==> src/rtl/apb_uart_pkg.sv <==
// apb_uart_pkg: register offsets, FSM states and field constants shared by the UART TX block
package apb_uart_pkg;

    localparam logic [3:0] TXDATA_OFS  = 4'h0;
    localparam logic [3:0] STATUS_OFS  = 4'h4;
    localparam logic [3:0] BAUDDIV_OFS = 4'h8;
    localparam logic [3:0] CTRL_OFS    = 4'hC;

    typedef enum logic [1:0] {IDLE, START, DATA, STOP} state_e;

    localparam int ST_FULL  = 0;
    localparam int ST_EMPTY = 1;
    localparam int ST_BUSY  = 2;
    localparam int ST_OVR   = 3;
    localparam int ST_CNT   = 4;

    localparam logic [1:0] CTRL_RST = 2'b01;

endpackage

==> src/rtl/apb_uart_tx_sync_fifo.sv <==
// sync_fifo: first-word-fall-through byte FIFO with full/empty/count flags
module sync_fifo #(
    parameter int WIDTH = 8,
    parameter int DEPTH = 8,
    localparam int AW = $clog2(DEPTH)
) (
    input  logic             clk_i,
    input  logic             rstn_i,
    input  logic             push_i,
    input  logic             pop_i,
    input  logic [WIDTH-1:0] wdata_i,
    output logic [WIDTH-1:0] rdata_o,
    output logic             full_o,
    output logic             empty_o,
    output logic [AW:0]      count_o
);

    logic [WIDTH-1:0] mem_q [DEPTH];
    logic [AW-1:0]    wptr_q, rptr_q;
    logic [AW:0]      cnt_q;
    logic             do_push, do_pop;

    assign full_o  = cnt_q == (AW+1)'(DEPTH);
    assign empty_o = cnt_q == '0;
    assign count_o = cnt_q;
    assign rdata_o = mem_q[rptr_q];
    assign do_push = push_i & ~full_o;
    assign do_pop  = pop_i & ~empty_o;

    // pointers and occupancy; a reset flushes the queue
    always_ff @(posedge clk_i) begin
        if (!rstn_i) begin
            wptr_q <= '0;
            rptr_q <= '0;
            cnt_q  <= '0;
        end else begin
            if (do_push) wptr_q <= wptr_q + 1'b1;
            if (do_pop) rptr_q <= rptr_q + 1'b1;
            cnt_q <= cnt_q + (AW+1)'(do_push) - (AW+1)'(do_pop);
        end
    end

    // storage needs no reset; only slots behind the write pointer are ever read
    always_ff @(posedge clk_i) begin
        if (do_push) mem_q[wptr_q] <= wdata_i;
    end

endmodule

==> src/rtl/apb_uart_tx.sv <==
// apb_uart_tx: APB completer with register file, TX FIFO, baud divider and 8N1 frame FSM
module apb_uart_tx
    import apb_uart_pkg::*;
#(
    parameter int DATA_WIDTH   = 32,
    parameter int ADDR_WIDTH   = 32,
    parameter int STROBE_WIDTH = 4,
    parameter int FIFO_DEPTH   = 8,
    parameter int DIV_WIDTH    = 16,
    parameter logic [DIV_WIDTH-1:0] DEFAULT_DIV = 16'd16
) (
    input  logic                    PCLK,
    input  logic                    PRESETn,
    input  logic                    PSEL,
    input  logic                    PENABLE,
    input  logic                    PWRITE,
    input  logic [ADDR_WIDTH-1:0]   PADDR,
    input  logic [DATA_WIDTH-1:0]   PWDATA,
    input  logic [STROBE_WIDTH-1:0] PSTRB,
    input  logic [2:0]              PPROT,
    output logic [DATA_WIDTH-1:0]   PRDATA,
    output logic                    PREADY,
    output logic                    PSLVERR,
    output logic                    TXD,
    output logic                    tx_irq
);

    localparam int CW = $clog2(FIFO_DEPTH) + 1;

    state_e               state_q, state_d;
    logic [DIV_WIDTH-1:0] baud_q, baud_d, div_q, div_d, cnt_q, cnt_d, eff_div;
    logic [1:0]           ctrl_q, ctrl_d;
    logic                 ovr_q, ovr_d, irq_q;
    logic [7:0]           shift_q, shift_d, fifo_rdata;
    logic [2:0]           bit_q, bit_d;
    logic [CW-1:0]        count;
    logic                 full, empty, busy, pop, push, push_req, ovr_set;
    logic                 access, wr, rd, valid_ofs, tick, load;
    logic [3:0]           ofs;
    logic                 unused_bits;

    assign unused_bits = ^{PPROT, PADDR, PWDATA, PSTRB};

    assign access    = PSEL & PENABLE;
    assign wr        = access & PWRITE;
    assign rd        = access & ~PWRITE;
    assign ofs       = PADDR[3:0];
    assign valid_ofs = ofs == TXDATA_OFS || ofs == STATUS_OFS || ofs == BAUDDIV_OFS || ofs == CTRL_OFS;
    assign push_req  = wr & (ofs == TXDATA_OFS) & PSTRB[0];
    assign push      = push_req & ~full;
    assign ovr_set   = push_req & full;
    assign busy      = state_q != IDLE;

    assign PREADY  = access;
    assign PSLVERR = access & (~valid_ofs | ovr_set);
    assign PRDATA  = !rd                 ? '0 :
                     ofs == STATUS_OFS  ? DATA_WIDTH'({count, ovr_q, busy, empty, full}) :
                     ofs == BAUDDIV_OFS ? DATA_WIDTH'(baud_q) :
                     ofs == CTRL_OFS    ? DATA_WIDTH'(ctrl_q) : '0;

    assign TXD    = state_q == START ? 1'b0 : state_q == DATA ? shift_q[0] : 1'b1;
    assign tx_irq = irq_q;

    assign eff_div = baud_q == '0 ? DIV_WIDTH'(1) : baud_q;
    assign tick    = cnt_q == div_q - 1'b1;
    assign load    = ctrl_q[0] & ~empty & (state_q == IDLE | (state_q == STOP & tick));
    assign pop     = load;

    sync_fifo #(.WIDTH(8), .DEPTH(FIFO_DEPTH)) u_fifo (
        .clk_i   (PCLK),
        .rstn_i  (PRESETn),
        .push_i  (push),
        .pop_i   (pop),
        .wdata_i (PWDATA[7:0]),
        .rdata_o (fifo_rdata),
        .full_o  (full),
        .empty_o (empty),
        .count_o (count)
    );

    // register file updates from committed APB writes; overrun is sticky until written 1
    always_comb begin
        baud_d = baud_q;
        ctrl_d = ctrl_q;
        ovr_d  = ovr_q | ovr_set;
        if (wr && ofs == BAUDDIV_OFS)
            for (int b = 0; b < DIV_WIDTH; b++)
                if (PSTRB[b/8]) baud_d[b] = PWDATA[b];
        if (wr && ofs == CTRL_OFS && PSTRB[0]) ctrl_d = PWDATA[1:0];
        if (wr && ofs == STATUS_OFS && PWDATA[ST_OVR]) ovr_d = 1'b0;
    end

    // frame sequencing: each symbol holds for div_q cycles, a new frame loads from IDLE or end of STOP
    always_comb begin
        state_d = state_q;
        cnt_d   = cnt_q + 1'b1;
        bit_d   = bit_q;
        shift_d = shift_q;
        div_d   = div_q;
        case (state_q)
            IDLE:  cnt_d = '0;
            START: if (tick) begin
                       cnt_d   = '0;
                       state_d = DATA;
                   end
            DATA:  if (tick) begin
                       cnt_d   = '0;
                       shift_d = shift_q >> 1;
                       bit_d   = bit_q + 3'd1;
                       if (bit_q == 3'd7) state_d = STOP;
                   end
            STOP:  if (tick) begin
                       cnt_d   = '0;
                       state_d = IDLE;
                   end
            default: state_d = IDLE;
        endcase
        if (load) begin
            state_d = START;
            cnt_d   = '0;
            bit_d   = '0;
            shift_d = fifo_rdata;
            div_d   = eff_div;
        end
    end

    // state and register flops; reset aborts any frame in flight
    always_ff @(posedge PCLK) begin
        if (!PRESETn) begin
            state_q <= IDLE;
            cnt_q   <= '0;
            bit_q   <= '0;
            shift_q <= '0;
            div_q   <= DEFAULT_DIV;
            baud_q  <= DEFAULT_DIV;
            ctrl_q  <= CTRL_RST;
            ovr_q   <= 1'b0;
            irq_q   <= 1'b0;
        end else begin
            state_q <= state_d;
            cnt_q   <= cnt_d;
            bit_q   <= bit_d;
            shift_q <= shift_d;
            div_q   <= div_d;
            baud_q  <= baud_d;
            ctrl_q  <= ctrl_d;
            ovr_q   <= ovr_d;
            irq_q   <= ctrl_q[1] & empty & ~busy;
        end
    end

endmodule

==> config.mk <==
export PLATFORM = sky130hd
export DESIGN_NAME = apb_uart_tx
export DESIGN_NICKNAME = d
export VERILOG_FILES = /design/src/rtl/apb_uart_pkg.sv /design/src/rtl/apb_uart_tx_sync_fifo.sv /design/src/rtl/apb_uart_tx.sv
export SDC_FILE = /design/constraint.sdc
export NUM_CORES = 1
export LEC_CHECK = 0
export ABC_AREA = 1
export BUFFER_PORTS_ARGS = -buffer_cell sky130_fd_sc_hd__buf_2
export CORE_ASPECT_RATIO = 0.5
export CORE_MARGIN = 5
export CORE_UTILIZATION = 45
export CTS_CLUSTER_DIAMETER = 150
export CTS_CLUSTER_SIZE = 25
export DETAILED_ROUTE_END_ITERATION = 7
export PLACE_DENSITY = 0.66
export SYNTH_ARGS = -nofsm -noshare
export SYNTH_HDL_FRONTEND = slang
export SYNTH_SLANG_ARGS = --single-unit
==> constraint.sdc <==
create_clock -name PCLK -period 3.6 [get_ports PCLK]
set_input_delay 0.54 -clock PCLK [delete_from_list [all_inputs] [get_ports PCLK]]
set_output_delay 0.54 -clock PCLK [all_outputs]
set_load 0.01 [all_outputs]
==> flow_summary_export.csv, run 1 <==
group,metric,value,unit
cells_and_area,stdcell_count,1081,
die,dieWidth,185,um
worst_hold_path,hold_class,"input pin to flip-flop",
yosys,synth_area_leaders,"edfxtp_1, dfxtp_1, nand2_1, a21oi_1, nor2_1",
yosys,ys.warnings.count,0,
sta,tns,0,ns
yosys,synth_cell_types,42,
clock_network,cts.sinks,142,
sta,setup_viol,0,
drt,num_vias,5615,
clock_network,cts_tree,"done",
drt,vias_per_cell,5.19,
global_routing,grt_usage,18.2,%
sta,rsz0062_at_grt,"no",
critical_path,cp-end-kind,"flip-flop",
critical_path,path_cells,"inv_1 > ha_1 > nand2_2 > nor2_4 > nand2_1 > xor2_1 > nand2_1 > nor2_2 > nand2_2 > nand2_4 > nand2_4 > inv_2 > ha_1 > inv_1 > ha_1 > nand2_1 > nor2_1 > a211oi_1 > o21ai_0 > a21oi_1",
sta,finalCriticalPeriod,3.14,ns
sta,worst_clock_skew,0.0118,ns
drt,routed_wl,16000,um
critical_path,crit_fanout,7,
yosys,ys_seq_elements,142,
global_routing,grt_pass1_vias,5303,
clock_network,cts_buffer_depth,2,
sta,fmax,318,MHz
critical_path,crit_path_start_kind,"flip-flop",
drt,routedWlPerCell,14.8,um
drt,drt_iter0_markers,396,
yosys,syn_area,0.00689,mm2
critical_path,crit_path_max_incr_delay,0.33,ns
yosys,synth_cells,817,
critical_path,worstPathRequired,3.95,ns
power,power_per_cell_area,683,mW/mm2
global_routing,grt_pass1_wl,26400,um
die,io-pin-count,112,
yosys,ys.flop_type,"dfxtp_1",
drt,dr.pass1.iters,5,
die,coreArea,0.0147,mm2
critical_path,crit_arrival,3.49,ns
critical_path,path_delay_family,"simple AND/OR/NAND/NOR gates",
sta,finalHoldViolCount,0,
clock_network,cts_resized,0,
sta,fin_crit_sh,87.3,%
critical_path,cp_num_buf_inv,3,
cells_and_area,seq_area,0.00348,mm2
placement,hpwlAfterDp,11400,um
flow_run,max_cap_viol_count,0,
cells_and_area,nFillCells,1373,
power,p_leak,3.26,nW
die,die_y,97.5,um
yosys,yosysTopAreaCellShare,27.9,%
die,die_area,0.0180,mm2
placement,io_buffer_count,46,
critical_path,slowest_stage,"dfxtp_1",
yosys,async_flop_share,0,%
clock_network,htreeDepth,4,
clock_network,cts_root_buf,"clkbuf_16",
sta,slew_headroom,34.5,%
die,initial_utilization,46.7,%
global_routing,grt-ovfl-total,0,
placement,pre_cts_slack,0.474,ns
yosys,yosysSeqAreaShare,50.6,%
clock_network,clk_latency,0.42,ns
yosys,syn_avg_cell_area,8.43,um2
clock_network,postCtsSetupBuffers,0,
critical_path,worstSetupPathType,"flip-flop to flip-flop",
cells_and_area,nNetsFinal,959,
cells_and_area,area_growth,14.4,%
placement,globalplace.congestion,0.869,
global_routing,antenna_found_initial,0,
sta,final_max_slew_viol_count,0,
yosys,yosysTopAreaCell,"edfxtp_1",
drt,ant_nets,0,
yosys,synthTopCellsByCount,"nand2_1, nor2_1, dfxtp_1, inv_1, a21oi_1",
cells_and_area,diodes,0,
cells_and_area,multiInputGateArea,0.00291,mm2
yosys,synthMostInstantiatedCell,"nand2_1",
status,status,"finished clean",
drt,drc_errors,0,
clock_network,cts_buffers,17,
sta,setup_ws,0.458,ns
clock_network,ctsHoldBuffers,0,
global_routing,grt_max_degree,37,
placement,dp_cells,1049,
clock_network,clk_pin_slew,0.06,ns
sta,tightest_slew,0.982,ns
sta,whs,0.407,ns
cells_and_area,drive_above_1_share,13.8,%
yosys,synth-edff-count,64,
die,core.rowCount,31,
power,peakVddDrop,0.313,mV
cells_and_area,finalCoreUtilization,53.5,%
## where the power goes
part           internal (W)  total, W  switching [W]
registers           0.00180   0.00188      0.0000826
logic              0.000593   0.00174        0.00114
clock network       0.00105   0.00177       0.000714
total               0.00344   0.00538        0.00194
## routing by layer
metal,vias to the layer above,GRT usage [%],share of wire (%)
li1,2830,-,-
met1,2663,23.8,46
met2,107,30.9,49
met3,15,4.11,4.0
met4,0,4.17,0.97
met5,-,0,0
## placed cells by master, fill, tap and decap left out, drive strengths merged
master | Yosys | layout
a211oi | 2 | 2
a21oi | 68 | 68
a221oi | 16 | 16
a31oi | 1 | 1
a41o | 1 | 1
and3 | 1 | 1
buf | 22 | 60
bufinv | 0 | 2
clkbuf | 19 | 19
clkinv | 2 | 8
conb | 1 | 16
dfxtp | 78 | 78
edfxtp | 64 | 64
fa | 1 | 1
ha | 12 | 12
inv | 79 | 84
nand2 | 174 | 174
nand3 | 51 | 51
nand3b | 9 | 9
nand4 | 13 | 13
nor2 | 90 | 90
nor3 | 23 | 23
nor3b | 3 | 3
nor4 | 4 | 4
o211ai | 2 | 2
o21ai | 44 | 44
o21bai | 1 | 1
o221ai | 2 | 2
o22ai | 1 | 1
or2 | 9 | 9
xnor2 | 7 | 7
xor2 | 17 | 17
## sequential cells by signal (all words and copies together), names as in the netlist, named ones only
signal	count
u_fifo.mem_q	64
u_fifo.count_o	4
ovr_q	1
cnt_q	16
baud_q	16
tx_irq	1
shift_q	8
state_q	2
ctrl_q	2
u_fifo.wptr_q	3
div_q	16
u_fifo.rptr_q	3
bit_q	3
## cell type report
type	count	area share [%]
sequential	142	44.2
clock inverter	13	1.92
tap	198	3.14
multi-input combinational	568	37.0
clock buffer	19	5.62
inverter	81	3.86
timing repair buffer	60	4.26
## path summary, 6_finish.rpt
path	to	startpoint	slack (ns)	depth (start not counted)
worst max-delay path	u_fifo.count_o[3]$_SDFF_PN0_	div_q[0]$_SDFFE_PN0N_	0.46	20
worst min-delay path	baud_q[10]$_SDFFE_PN0P_	PWDATA[10]	0.41	3
worst max register to register	u_fifo.count_o[3]$_SDFF_PN0_	div_q[0]$_SDFFE_PN0N_	0.46	20
worst min register to register	div_q[13]$_SDFFE_PN0N_	baud_q[13]$_SDFFE_PN0P_	0.47	2
## worst reg2reg max path, stage by stage (launching register included)
cell	delay, ns
dfxtp_1	0.33
inv_1	0.15
ha_1	0.25
nand2_2	0.13
nor2_4	0.18
nand2_1	0.11
xor2_1	0.15
nand2_1	0.08
nor2_2	0.13
nand2_2	0.14
nand2_4	0.14
nand2_4	0.06
inv_2	0.06
ha_1	0.19
inv_1	0.06
ha_1	0.28
nand2_1	0.06
nor2_1	0.04
a211oi_1	0.27
o21ai_0	0.12
a21oi_1	0.13
## cell families (layout without fill, tap and decap cells)
| group | count (synthesis) | in the layout | synth area share [%] |
|---|---|---|---|
| AO/OA/AOI/OAI | 138 | 138 | 11.3 |
| buffers and inverters | 122 | 173 | 7.90 |
| XOR/XNOR | 24 | 24 | 3.05 |
| other | 1 | 16 | 0.0545 |
| flip-flops | 142 | 142 | 50.6 |
| adder cells (fa/ha/maj) | 13 | 13 | 2.47 |
| AND/OR/NAND/NOR | 377 | 377 | 24.6 |
## per-stage QoR
stage	instance area, um2	total power, W
after global routing	7880	0.00576
final	7880	0.00538
after floorplan	6940	0.00327
after global placement	7280	0.00359
after detailed placement	7280	0.00364
after CTS	7880	0.00541
Note: power is estimated with default switching activity, not from simulation.
==> run 2: changes to the inputs <==
--- a/config.mk
+++ b/config.mk
@@ -16,4 +16,5 @@
 export PLACE_DENSITY = 0.66
 export SYNTH_ARGS = -nofsm -noshare
 export SYNTH_HDL_FRONTEND = slang
+export SYNTH_HIERARCHICAL = 1
 export SYNTH_SLANG_ARGS = --single-unit
==> constraint.sdc (replaced) <==
create_clock -name PCLK -period 3.6 [get_ports PCLK]
set_input_delay 0.54 -clock PCLK [delete_from_list [all_inputs] [get_ports PCLK]]
set_output_delay 0.54 -clock PCLK [all_outputs]
set_load 0.05 [all_outputs]
==> run 2 against run 1 <==
Sequential power about the same. Cell area increased by 3.9%. Area after synthesis increased by 6.1%. Sequential cell count unchanged. Total power decreased by 11%. Non-clock buffer count decreased by 7. Critical endpoint is now u_fifo/count_o[2]$_SDFF_PN0_. Largest cell class unchanged. Largest power group unchanged.
==> flow_summary_export.csv, run 2 <==
group,metric,value,unit
status,status,"finished clean",
drt,ant_nets,0,
critical_path,crit_fanout,16,
power,internal_power,0.00309,W
clock_network,clk_latency,0.43,ns
yosys,synthTopCellsByCount,"nand2_1, inv_1, nor2_1, nand3_1, dfxtp_1",
critical_path,slowest_stage,"fa_1",
power,peakVddDrop,0.345,mV
yosys,ys.flop_type,"dfxtp_1",
flow_run,max_cap_viol_count,0,
die,die_area,0.0190,mm2
clock_network,cts.sinks,142,
drt,routed_wl,15600,um
critical_path,worstPathRequired,3.92,ns
cells_and_area,stdcell_count,1213,
cells_and_area,finalCoreUtilization,52.3,%
sta,fin_crit_sh,90.0,%
die,io-pin-count,112,
cells_and_area,area_growth,12.1,%
critical_path,crit_path_start_kind,"flip-flop",
yosys,yosysTopAreaCell,"edfxtp_1",
clock_network,cts_buffers,17,
worst_hold_path,hp-start,"PWDATA[8]",
critical_path,path_cells,"inv_2 > ha_1 > nand2_2 > nor2_8 > nand3_1 > nand2_1 > nand3_1 > nor2_1 > nand3_2 > o21bai_4 > nand2_2 > clkinv_2 > a21boi_4 > nand2_2 > nand2_1 > ha_1 > inv_1 > fa_1 > xor2_1 > nor2_1",
worst_hold_path,holdPathStages,3,
cells_and_area,diodes,0,
placement,pre_cts_slack,0.365,ns
cells_and_area,mostFrequentLayoutCells,"nand2_1, inv_1, nor2_1",
global_routing,grt-ovfl-total,0,
global_routing,grt_usage,17.1,%
clock_network,postCtsSetupBuffers,0,
power,clock_power_share,35.3,%
cells_and_area,nNetsFinal,1067,
sta,finalCriticalPeriod,3.24,ns
power,netSwitchingPower,0.00171,W
power,comb_power_share,25.4,%
yosys,synth_compound_area_share,5.84,%
yosys,synthMuxAreaShare,0,%
die,die_y,100,um
global_routing,grt_max_degree,36,
yosys,ys_seq_elements,142,
drt,drc_errors,0,
power,power_per_cell_area,587,mW/mm2
drt,dr.pass1.iters,5,
yosys,synth-edff-count,64,
yosys,syn_area,0.00730,mm2
critical_path,reg2reg_slack,0.36,ns
global_routing,grt_pass1_vias,5452,
clock_network,cts_buffer_depth,2,
cells_and_area,largest_reg_flops,64,
cells_and_area,drive_above_1_share,12.7,%
power,seqPwrFrac,39.3,%
placement,io_buffer_count,46,
drt,drt_iter0_markers,354,
yosys,async_flop_share,0,%
power,p_leak,3.69,nW
drt,routedWlPerCell,12.9,um
clock_network,htreeDepth,4,
drt,vias_per_cell,4.79,
sta,tns,0,ns
clock_network,cts_tree,"done",
sta,whs,0.405,ns
yosys,synthAdderAreaFrac,2.16,%
sta,setup_ws,0.362,ns
cells_and_area,final_common_cell,"nand2_1",
clock_network,clk_pin_slew,0.07,ns
critical_path,crit_top_cell,"nand2_2",
yosys,synth_cell_types,44,
clock_network,cts_resized,0,
worst_hold_path,hold_end,"baud_q[8]$_SDFFE_PN0P_",
critical_path,worstSetupPathType,"flip-flop to flip-flop",
critical_path,timing.rr.end,"u_fifo/count_o[2]$_SDFF_PN0_",
yosys,syn_avg_cell_area,7.82,um2
sta,worst_clock_skew,0.0106,ns
global_routing,grt_pass1_wl,26200,um
yosys,ys.warnings.count,6,
die,initial_utilization,46.6,%
sta,fmax,309,MHz
die,core.rowCount,32,
critical_path,cp-end-kind,"flip-flop",
yosys,synthMostInstantiatedCell,"nand2_1",
sta,setup_viol,0,
sta,final_max_slew_viol_count,0,
yosys,synth_top_family_by_area,"simple AND/OR/NAND/NOR gates",
sta,rsz0062_at_grt,"no",
placement,hpwlAfterDp,11100,um
cells_and_area,regMostFlops,"u_fifo/mem_q",
critical_path,rr_startpoint,"div_q[0]$_SDFFE_PN0N_",
critical_path,crit_path_max_incr_delay,0.40,ns
critical_path,reg2reg_depth,20,
yosys,synth_xor_xnor_area_share,2.64,%
yosys,yosysSeqAreaShare,47.7,%
placement,dp_cells,1181,
worst_hold_path,hold_class,"input pin to flip-flop",
sta,slew_headroom,31.9,%
yosys,yosysTopAreaCellShare,26.3,%
placement,globalplace.congestion,0.792,
sta,tightest_slew,1.02,ns
die,dieWidth,190,um
die,coreArea,0.0157,mm2
critical_path,crit_arrival,3.56,ns
yosys,synth_cells,934,
clock_network,ctsHoldBuffers,0,
global_routing,antenna_found_initial,0,
drt,num_vias,5815,
power,netSwitchingFraction,35.7,%
clock_network,cts_root_buf,"clkbuf_16",
yosys,synth-simple-area-share,29.4,%
sta,finalHoldViolCount,0,
yosys,synth_area_leaders,"edfxtp_1, dfxtp_1, nand2_1, inv_1, nand3_1",
## run 2: critical path, delay by kind of cell (launching register included)
kind / cells / cell delay [ns]
and+or+nand+nor: 11 / 1.05
adders and majority gates: 3 / 0.76
AOI/OAI and AO/OA: 2 / 0.50
buffers and inverters: 3 / 0.35
DFF: 1 / 0.33
xor gates and xnor gates: 1 / 0.14
## run 2: layout make-up
type / count / area (um2)
timing repair buffer: 53 / 283
multi-input combinational: 610 / 2990
sequential: 142 / 3480
tap: 221 / 277
clock buffer: 17 / 425
clock inverter: 15 / 150
fill: 1481 / 7470
inverter: 155 / 586
## run 2: worst max path at each step
stage	start	end	slack, ns	cells past startpoint
finish	div_q[0]$_SDFFE_PN0N_	u_fifo/count_o[2]$_SDFF_PN0_	0.36	20
global route	div_q[0]$_SDFFE_PN0N_	u_fifo/count_o[2]$_SDFF_PN0_	0.03	20
CTS	div_q[0]$_SDFFE_PN0N_	u_fifo/count_o[2]$_SDFF_PN0_	0.36	21
detailed placement	div_q[0]$_SDFFE_PN0N_	u_fifo/count_o[2]$_SDFF_PN0_	0.37	20
global placement	div_q[0]$_SDFFE_PN0N_	u_fifo/count_o[2]$_SDFF_PN0_	0.42	20
floorplan	PSEL	PRDATA[13]	0.56	5
## run 2: kinds of logic after synthesis
kind of cell | after synthesis
AND/OR/NAND/NOR | 484
buffers and inverters | 197
flip-flops | 142
AO/OA/AOI/OAI | 76
XOR/XNOR | 22
adder cells (fa/ha/maj) | 12
other | 1
## run 2: metrics by stage
step	power [W]	instance area, um2
finish	0.00480	8190
global route	0.00510	8190
detailed placement	0.00314	7610
CTS	0.00484	8190
global placement	0.00311	7610
floorplan	0.00293	7360
## run 2: metal layers
metal	GRT usage, %	share of wire (%)
met1	21.8	47
met2	29.5	47
met3	3.13	4.1
met4	5.96	1.4
met5	0	0
## run 2: power groups by stage
stage               clock network, W  logic, W  registers (W)
floorplan                          0   0.00108        0.00185
global placement                   0   0.00119        0.00192
detailed placement                 0   0.00122        0.00192
CTS                          0.00172   0.00123        0.00189
global route                 0.00180   0.00140        0.00190
finish                       0.00169   0.00122        0.00189
==> run 3: changes to the inputs <==
--- a/config.mk
+++ b/config.mk
@@ -5,7 +5,6 @@
 export SDC_FILE = /design/constraint.sdc
 export NUM_CORES = 1
 export LEC_CHECK = 0
-export ABC_AREA = 1
 export BUFFER_PORTS_ARGS = -buffer_cell sky130_fd_sc_hd__buf_2
 export CORE_ASPECT_RATIO = 0.5
 export CORE_MARGIN = 5
==> run 3 against run 2 <==
The flow now finishes with violations (setup timing). Wire length shrank 6.5%. Die area decreased by 5.7%. Combinational power is 9.8% lower. Largest cell class unchanged. Final cell count fell by 25%. Critical path type unchanged. Critical endpoint unchanged. Clock-buffer cell count did not move. Sequential cell count unchanged. Clock power grew 5%. First-iteration DRC count is 9.3% higher. Clock skew is 0.00069 ns higher. Register-to-register slack got worse by 0.43 ns.
==> flow_summary_export.csv, run 3 <==
group,metric,value,unit
status,status,"finished, violations left",
status,violations,"setup timing",
critical_path,reg2reg_slack,-0.07,ns
power,peakVddDrop,0.350,mV
worst_hold_path,hold_class,"input pin to flip-flop",
die,io-pin-count,112,
critical_path,crit_top_cell,"or4_4",
worst_hold_path,hp-start,"PWDATA[12]",
sta,setup_viol,2,
die,die_y,97.3,um
global_routing,grt_usage,16.8,%
global_routing,grt-ovfl-total,0,
drt,routedWlPerCell,16.1,um
clock_network,cts.sinks,142,
power,netSwitchingPower,0.00146,W
yosys,async_flop_share,0,%
yosys,synth_area_leaders,"edfxtp_1, dfxtp_1, mux4_1, mux2i_1, nor2_1",
cells_and_area,nFillCells,1243,
cells_and_area,diodes,0,
yosys,synth_top_family_by_area,"simple AND/OR/NAND/NOR gates",
critical_path,worstSetupPathType,"flip-flop to flip-flop",
placement,hpwlAfterDp,10100,um
clock_network,cts_root_buf,"clkbuf_16",
power,internal_power,0.00328,W
placement,globalplace.congestion,0.815,
drt,dr.pass1.iters,4,
die,initial_utilization,46.6,%
clock_network,clk_latency,0.42,ns
critical_path,startpoint,"div_q[0]$_SDFFE_PN0N_",
yosys,synth_cell_types,66,
clock_network,cts_tree,"done",
die,dieWidth,185,um
sta,finalCriticalPeriod,3.67,ns
power,netSwitchingFraction,30.8,%
global_routing,grt_pass1_wl,24300,um
global_routing,antenna_found_initial,0,
sta,setup_ws,-0.0660,ns
drt,drt_iter0_markers,387,
critical_path,crit_path_max_incr_delay,0.55,ns
yosys,syn_area,0.00685,mm2
sta,fin_crit_sh,102,%
yosys,synthMuxAreaShare,11.6,%
yosys,synthAdderAreaFrac,2.30,%
cells_and_area,regMostFlops,"u_fifo/mem_q",
critical_path,path_cells,"or4_4 > or2_1 > and3_4 > or4_4 > or4_4 > o21bai_4 > nor2b_4 > xnor2_2 > ha_2 > inv_2 > fa_2 > xnor2_1 > and2_1",
die,core.rowCount,31,
clock_network,cts_buffer_depth,2,
die,die_area,0.0179,mm2
yosys,yosysTopAreaCell,"edfxtp_1",
placement,dp_cells,872,
drt,ant_nets,0,
clock_network,htreeDepth,4,
clock_network,clk_pin_slew,0.07,ns
die,coreArea,0.0147,mm2
yosys,synthMostInstantiatedCell,"dfxtp_1",
yosys,synth_compound_area_share,7.69,%
power,p_leak,3.01,nW
drt,num_vias,4834,
clock_network,ctsHoldBuffers,0,
global_routing,grt_pass1_vias,4731,
cells_and_area,mostFrequentLayoutCells,"dfxtp_1, edfxtp_1, nor2_1",
power,power_per_cell_area,584,mW/mm2
cells_and_area,area_growth,18.6,%
sta,fmax,273,MHz
sta,slew_headroom,34.6,%
global_routing,grt_max_degree,43,
sta,worst_clock_skew,0.0113,ns
drt,routed_wl,14600,um
critical_path,rr_startpoint,"div_q[0]$_SDFFE_PN0N_",
placement,io_buffer_count,46,
clock_network,cts_buffers,17,
yosys,ys_seq_elements,142,
cells_and_area,drive_above_1_share,23.2,%
critical_path,crit_fanout,4,
yosys,synth-simple-area-share,17.3,%
cells_and_area,final_common_cell,"dfxtp_1",
yosys,synth-edff-count,64,
yosys,syn_avg_cell_area,11.1,um2
power,seqPwrFrac,39.5,%
cells_and_area,largest_reg_flops,64,
power,comb_power_share,23.2,%
cells_and_area,nNetsFinal,781,
flow_run,max_cap_viol_count,0,
yosys,synth_cells,620,
power,clock_power_share,37.2,%
sta,tightest_slew,0.978,ns
critical_path,crit_arrival,3.98,ns
critical_path,slowest_stage,"or4_4",
yosys,yosysSeqAreaShare,50.8,%
yosys,ys.warnings.count,6,
drt,drc_errors,0,
critical_path,crit_path_start_kind,"flip-flop",
critical_path,cp-end-kind,"flip-flop",
sta,final_max_slew_viol_count,0,
critical_path,worstPathRequired,3.91,ns
sta,tns,-0.0715,ns
sta,rsz0062_at_grt,"yes",
yosys,ys.flop_type,"dfxtp_1",
yosys,yosysTopAreaCellShare,28.0,%
cells_and_area,stdcell_count,904,
yosys,synthTopCellsByCount,"dfxtp_1, edfxtp_1, nor2_1, nand2_1, nand3_1",
drt,vias_per_cell,5.35,
sta,finalHoldViolCount,0,
yosys,synth_xor_xnor_area_share,4.73,%
## run 3: repair_timing
action                     in CTS  in global routing
gates cloned                    0                  0
resized for setup               9                 10
setup buffers                   0                  1
pin swaps                       0                  2
setup endpoints to repair       3                  5
## run 3: critical path: cells and delay by family, from the launching register on
family	cells	cell delay [ns]
flip-flops	1	0.34
AND/OR/NAND/NOR	7	2.24
XOR/XNOR	2	0.25
adder cells (fa/ha/maj)	2	0.53
buffers and inverters	1	0.04
AO/OA/AOI/OAI	1	0.17
## run 3: cells by family after synthesis
kind of cell               after synthesis
AOI/OAI and AO/OA                       70
xor gates and xnor gates                37
adders and majority gates               12
buffers and inverters                   69
DFF                                    142
muxes                                   53
other                                    1
and+or+nand+nor                        236
## run 3: cell type report
class	instances	area, um2	share of cell area (%)
Tap cell	198	248	3.05
Clock buffer	17	425	5.23
Multi-Input combinational cell	424	3170	39.0
Inverter	19	71.3	0.877
Timing Repair Buffer	89	557	6.85
Sequential cell	142	3490	42.9
Clock inverter	15	169	2.08
## run 3: worst paths after layout
| kind | endpoint | cells past startpoint |
|---|---|---|
| setup / recovery | u_fifo/count_o[2]$_SDFF_PN0_ | 13 |
| hold / removal | baud_q[12]$_SDFFE_PN0P_ | 3 |
| setup reg to reg | u_fifo/count_o[2]$_SDFF_PN0_ | 13 |
| hold reg to reg | shift_q[7]$_SDFFE_PN0P_ | 2 |
## run 3: per-stage QoR
step	total power, W	instance area, um2	hold WS (ns)	worst slack [ns]	util [%]
global placement	0.00293	7440	0.446	-0.205	50.6
finish	0.00475	8130	0.367	-0.0660	55.3
global route	0.00498	8130	0.356	-0.191	55.3
detailed placement	0.00296	7440	0.460	-0.233	50.6
floorplan	0.00276	6960	0.435	-0.437	-
CTS	0.00474	8070	0.356	-0.117	54.9
## run 3: metal layers
layer  vias to the layer above  GRT usage [%]  wire length (um)
met5                         -              0                 0
met4                         0           5.51               200
met3                        20           2.84               416
met2                        70           27.9              7050
met1                      2358           22.4              6930
li1                       2386              -                 -
## run 3: power by group through the flow
stage | Combinational [W] | Sequential [W] | Clock [W]
after floorplan | 0.000900 | 0.00186 | 0
after global placement | 0.00103 | 0.00191 | 0
after detailed placement | 0.00105 | 0.00191 | 0
after CTS | 0.00107 | 0.00188 | 0.00179
after global routing | 0.00121 | 0.00189 | 0.00188
final | 0.00110 | 0.00188 | 0.00177
